<file path="config.mk">
export PLATFORM = sky130hd
export DESIGN_NAME = controlador_memoria
export DESIGN_NICKNAME = d
export VERILOG_FILES = /design/src/rtl/controlador_memoria.sv
export SDC_FILE = /design/constraint.sdc
export NUM_CORES = 1
export LEC_CHECK = 0
export ABC_CLOCK_PERIOD_IN_PS = 4100
export BUFFER_PORTS_ARGS = -buffer_cell sky130_fd_sc_hd__buf_2
export CORE_MARGIN = 3
export CORE_UTILIZATION = 35
export CTS_BUF_LIST = sky130_fd_sc_hd__clkbuf_4 sky130_fd_sc_hd__clkbuf_8 sky130_fd_sc_hd__clkbuf_16
export DETAILED_ROUTE_END_ITERATION = 8
export GPL_ROUTABILITY_DRIVEN = 0
export SETUP_SLACK_MARGIN = 0.15
export SYNTH_ARGS = -nofsm -noshare
export SYNTH_HDL_FRONTEND = slang
export SYNTH_SLANG_ARGS = --single-unit
</file>
<file path="constraint.sdc">
create_clock -name Clock -period 4.1 [get_ports Clock]
set_input_delay 0.41 -clock Clock [delete_from_list [all_inputs] [get_ports Clock]]
set_output_delay 0.41 -clock Clock [all_outputs]
set_load 0.1 [all_outputs]
</file>
<file path="src/rtl/controlador_memoria.sv">
// Core-side data memory controller: turns LerMem/EscMem into a req/ack memory handshake and stalls the core.
// Optional 4-entry posted write buffer compiled in when CONTROLADOR_MEMORIA_WRITE_BUFFER_EN is defined.
module controlador_memoria (
    input  logic       Clock,
    input  logic       reset,
    input  logic       LerMem,
    input  logic       EscMem,
    input  logic [7:0] Endereco,
    input  logic [7:0] DadoEscrita,
    output logic [7:0] LeDado,
    output logic       Parada,
    output logic       mem_req,
    output logic       mem_we,
    output logic [7:0] mem_addr,
    output logic [7:0] mem_wdata,
    input  logic [7:0] mem_rdata,
    input  logic       mem_ack
);
    localparam int unsigned AW = 8;
    localparam int unsigned DW = 8;

    typedef enum logic [1:0] {OCIOSO, LEITURA, ESCRITA, FIM} estado_t;

    estado_t       estado;
    estado_t       prox_estado;
    logic [AW-1:0] end_sel;
    logic [DW-1:0] dado_sel;

`ifdef CONTROLADOR_MEMORIA_WRITE_BUFFER_EN
    localparam int unsigned PROF = 4;
    localparam int unsigned PW   = 2;
    localparam int unsigned CW   = PW + 1;
    // Buffered writes are not retired through FIM: the core already moved on at push time.
    localparam estado_t POS_ESCRITA = OCIOSO;

    logic [AW-1:0] fifo_end  [PROF];
    logic [DW-1:0] fifo_dado [PROF];
    logic [PW-1:0] ptr_esc;
    logic [PW-1:0] ptr_lei;
    logic [CW-1:0] ocupacao;
    logic          cheio;
    logic          vazio;
    logic          push;
    logic          pop;

    assign cheio = (ocupacao == CW'(PROF));
    assign vazio = (ocupacao == '0);
    assign pop   = (estado == ESCRITA) && mem_ack;
    // A full buffer still accepts a store in the cycle its head is acknowledged.
    assign push  = (estado != FIM) && EscMem && !LerMem && (!cheio || pop);

    always_ff @(posedge Clock or negedge reset) begin
        if (!reset) begin
            ptr_esc  <= '0;
            ptr_lei  <= '0;
            ocupacao <= '0;
        end else begin
            if (push) ptr_esc <= ptr_esc + PW'(1);
            if (pop)  ptr_lei <= ptr_lei + PW'(1);
            ocupacao <= ocupacao + CW'(push) - CW'(pop);
        end
    end

    always_ff @(posedge Clock) begin
        if (push) begin
            fifo_end[ptr_esc]  <= Endereco;
            fifo_dado[ptr_esc] <= DadoEscrita;
        end
    end
`else
    localparam estado_t POS_ESCRITA = FIM;
`endif

    // State register
    always_ff @(posedge Clock or negedge reset) begin
        if (!reset) estado <= OCIOSO;
        else        estado <= prox_estado;
    end

    // Next-state logic
    always_comb begin
        prox_estado = estado;
        case (estado)
            OCIOSO: begin
`ifdef CONTROLADOR_MEMORIA_WRITE_BUFFER_EN
                // Pending writes drain before any load so program order holds.
                if (!vazio)      prox_estado = ESCRITA;
                else if (LerMem) prox_estado = LEITURA;
`else
                if (LerMem)      prox_estado = LEITURA;
                else if (EscMem) prox_estado = ESCRITA;
`endif
            end
            LEITURA: if (mem_ack) prox_estado = FIM;
            ESCRITA: if (mem_ack) prox_estado = POS_ESCRITA;
            FIM:     prox_estado = OCIOSO;
            default: prox_estado = OCIOSO;
        endcase
    end

    // Output logic: stall and source of the next memory transaction
    always_comb begin
        Parada   = 1'b0;
        end_sel  = Endereco;
        dado_sel = DadoEscrita;
`ifdef CONTROLADOR_MEMORIA_WRITE_BUFFER_EN
        if ((estado == OCIOSO) && !vazio) begin
            end_sel  = fifo_end[ptr_lei];
            dado_sel = fifo_dado[ptr_lei];
        end
        if (estado == LEITURA)  Parada = 1'b1;
        else if (estado != FIM) Parada = LerMem || (EscMem && !push);
`else
        case (estado)
            OCIOSO:  Parada = LerMem || EscMem;
            LEITURA: Parada = 1'b1;
            ESCRITA: Parada = 1'b1;
            default: Parada = 1'b0;
        endcase
`endif
        if (!reset) Parada = 1'b0;
    end

    // Registered memory interface and load data
    always_ff @(posedge Clock or negedge reset) begin
        if (!reset) begin
            mem_req   <= 1'b0;
            mem_we    <= 1'b0;
            mem_addr  <= '0;
            mem_wdata <= '0;
            LeDado    <= '0;
        end else begin
            mem_req <= (prox_estado == LEITURA) || (prox_estado == ESCRITA);
            mem_we  <= (prox_estado == ESCRITA);
            if ((estado == OCIOSO) && (prox_estado != OCIOSO)) mem_addr  <= end_sel;
            if ((estado == OCIOSO) && (prox_estado == ESCRITA)) mem_wdata <= dado_sel;
            if ((estado == LEITURA) && mem_ack) LeDado <= mem_rdata;
        end
    end
endmodule

</file>
[Word-level counts from Yosys, hierarchy flattened]
Index checks and enable logic that the tools add are counted.
Word-level totals
  bits in registers: 28
  latch bits: 0
  bits in writable memories: 0
  memory bits (read-only): 0
  logic and storage cells: 25
  memories kept: 0
Cells by class
  add/sub/neg operators: 0
  multiply operators: 0
  div/mod/pow operators: 0
  order comparisons: 0
  equal/unequal tests: 5
  shift-type cells: 0
  mux-type cells: 6
  bitwise gates (word level): 0
  reductions and logical operators: 8
Operators with widths (number)
  equality test 2 bit, second input constant: 3
  two-way mux 2 bit: 3
  case mux 2 bit (3 select lines): 1
  equality test 2 x 1 -> 1 bit, second input constant: 2
  logical AND 1 bit: 3
  logical NOT 2 bit: 1
  logical OR 1 bit: 2
  case mux 1 bit (2 select lines): 1
  nonzero test 2 bit: 1
  OR reduction 2 bit: 1
  two-way mux 1 bit: 1

[Depth between registers and ports, before layout]
  depth after elaboration: 5
  mapped depth: 9
  mapped depth without buffers: 7

[Least setup slack after synthesis]
Ideal clock, no wire load.
  path kind: reg2out
  start: reg estado[0]
  end: out Parada
  arrival time: 2.325 ns
  setup slack: 1.365 ns
  cell stages (with the launch flop): 6
  buffers on the path: 1
  cells stage by stage: dfrtp_1 > inv_1 > ha_1 > buf_6 > o21ai_0 > a21oi_1
On the way
  word-level cells in the longest chain between the ends: 4
RTL lines
  from (decl): line 24  | estado_t estado;
  from (signal assigned): line 77  | else estado <= prox_estado;
  equality test 2 x 1 -> 1 bit or equality test 2 bit (tied branches): line 114  | case (estado)
  OR reduction 2 bit (no line)
  case mux 1 bit (2 select lines) *: line 114
  two-way mux 1 bit *: line 121  | if (!reset) Parada = 1'b0;
  to (decl): line 11  | output logic Parada,
Mark *: on every way between the ends. The rest lies on a longest branch, timed or not.

[Worst setup path after layout]
  start: reg estado[1]
  end: reg mem_addr[1]
On the way
  word-level cells in the longest chain between the ends: 5
RTL lines
  equality test 2 x 1 -> 1 bit (tied with other cells): line 83  | case (estado)
  OR reduction 2 bit (no line) or two-way mux 2 bit (tied branches)
  case mux 2 bit (3 select lines): line 83
  nonzero test 2 bit: line 135  | if ((estado == OCIOSO) && (prox_estado != OCIOSO)) mem_addr <= end_sel;
  logical AND 1 bit *: line 135
  to (signal assigned): line 135
  to (decl): line 14  | output logic [7:0] mem_addr,
Marks and branches as above.
A chain may end at the register's enable or synchronous reset.

==> flow_summary.json <==
{
  "vias": 796,
  "layout_min_cycle_time_ps": 2600,
  "hold_path_class": "in -> async",
  "synth_top_area_share_pct": 59.6,
  "wl_per_cell_um": 12.7,
  "yosysSeqAreaShare_pct": 59.6,
  "grt_max_degree": 30,
  "cpLargestDelayFamily": "multiplexers",
  "seqCellArea_um2": 701,
  "first_iter_violations": 5,
  "fmax_mhz": 384,
  "wirelength_mm": 2.25,
  "clock_latency_ps": 310,
  "numClockSinks": 28,
  "multi_input_area_um2": 447,
  "cp_slowest_cell": "nor2b_1",
  "crit_chain": "inv_1 > ha_1 > mux2_4 > o221ai_1 > ha_1 > nor2b_1 > mux2_2",
  "cp.arrival_ps": 2820,
  "async_flop_share_pct": 100,
  "holdBufCountCts": 0,
  "postCtsSetupBuffers": 0,
  "cts_max_path_buffers": 2,
  "grt_usage_pct": 12.1,
  "finalSetupViolCount": 0,
  "post_drt_via_cell_ratio": 4.50,
  "cap_violations": 0,
  "gr-total-overflow": 0,
  "htreeDepth": 1,
  "use_met2_pct": 19.4,
  "ant_nets": 0,
  "cts_tree": "built",
  "core-area_um2": 3130,
  "ys_ff_latch": 28,
  "synth_fp_nets": 110,
  "ctsRootBufferMaster": "clkbuf_4",
  "rrSetupSlack_ps": 1500,
  "drt_pass1_iterations": 3,
  "worst_pin_slew_ps": 682,
  "critical_path_required_ps": 4320,
  "postSynthAreaPerCell_um2": 15.5,
  "met3_usage_pct": 4.75,
  "syn-instance-count": 76,
  "port_buffers": 55,
  "setup.worst_path.start_class": "flop",
  "synth.most_common_cell": "dfrtp_1",
  "antenna_found_initial": 0,
  "drive_gt1_share_pct": 64.7,
  "rsz0062_at_grt": "no",
  "synth_warnings": 0,
  "fin_crit_sh_pct": 63.5,
  "post_cts_resized": 0,
  "synth_edf_count": 0,
  "n_fill_cell": 299,
  "synth_area_um2": 1170,
  "grt_first_pass_wirelength_mm": 3.94,
  "synth.area.top_cells": "dfrtp_1 (60%), mux2_2 (23%), ha_1 (5.3%)",
  "slew_violations": 0,
  "grt_use_met1_pct": 14.8,
  "synth_ff_type": "dfrtp_1",
  "row_count": 20,
  "grt_most_used_layer": "met2",
  "diodes": 0,
  "synth_common_cells": "dfrtp_1 (28), mux2_2 (24), ha_1 (5), inv_1 (3)",
  "synth_top_area_cell": "dfrtp_1",
  "floorplan.die_area_um2": 4090,
  "dp_hpwl_mm": 1.79,
  "drcViolationCount": 0,
  "die_w_um": 63.9,
  "final_nets": 168,
  "netlist-cell-type-count": 16,
  "grt_pass1_vias": 890,
  "fin_skew_ps": 1.19,
  "die_y_um": 63.9,
  "path_max_fanout": 11,
  "path_clk_slew_ps": 140,
  "cpMostUsedCell": "ha_1",
  "cts_buffers": 3,
  "tns_ps": 0,
  "outcome": "completed",
  "crit_buf_inv": 1,
  "ioPinCount": 56,
  "end_kind": "flop",
  "initial_core_util_pct": 37.6,
  "hold_viol_final": 0,
  "crit_type": "reg -> reg",
  "area_growth_pct": 29.8,
  "slew_headroom_pct": 54.4,
  "critical_path.max_stage_delay_ps": 540
}
[cell usage in the layout (no fill, tap or decap)]
master	instances
buf_2	55
dfrtp_1	28
mux2_2	24
ha_1	5
inv_1	3
clkbuf_4	3
mux2_4	2
o221a_1	2
o221ai_1	2
nand2_1	2
nand3b_1	1
o21ai_0	1
nand2b_1	1
a21oi_1	1
nand2_2	1
nor2b_1	1
clkbuf_8	1
[per-stage QoR]
step                      hold slack, ps  utilization (%)  cells  worst slack (ps)  cell area (µm²)
after floorplan                      114                -     76              1360             1170
after global placement               465             47.6    173              1590             1490
after detailed placement             470             47.6    173              1460             1490
after CTS                           97.5             48.8    177              1440             1530
after global routing                 119             48.8    177              1280             1530
final                               86.9             48.8    177              1500             1530
[cell families after synthesis]
kind of cell | after synthesis | synth area share, %
flops | 28 | 59.6
mux | 26 | 25.6
compound gates | 6 | 4.26
simple gates | 6 | 2.88
buf+inv | 5 | 2.34
fa+ha+maj | 5 | 5.32
[worst paths after layout]
check | endpoint | cells after the start | from
max reg2reg | mem_addr[1] | 7 | estado[1]
min in group Clock | LeDado[4] | 2 | mem_rdata[4]
min | mem_addr[5] | 1 | reset
max in group asynchronous | estado[0] | 1 | reset
min reg2reg | mem_addr[6] | 1 | mem_addr[6]
max | mem_addr[1] | 7 | estado[1]
[layer usage]
metal  up-vias  part of all wire (%)
li1        382                     -
met1       369                    43
met2        43                    44
met3         2                    12
met4         0                  0.40
met5         -                     0
[worst reg2reg max path, cell delays in order, from the launching register on]
cell and delay (ps):
dfrtp_1 440, inv_1 100, ha_1 400, mux2_4 240, o221ai_1 150, ha_1 230, nor2b_1 540, mux2_2 410
[registers in the layout (all words and copies together) (netlist names)]
signal     cells
mem_wdata      8
LeDado         8
mem_addr       8
mem_req        1
mem_we         1
estado         2
[layout make-up]
class                   count  share of cell area (%)
flip-flops and latches     28                    45.9
repair buffers             55                    18.0
clock buffers               4                    2.38
multi-input cells          43                    29.3
inverters                   3                   0.738
well taps                  44                    3.61
Power is not shown: default switching activity piles up to over one toggle a cycle in this logic, so the estimate is an artifact.
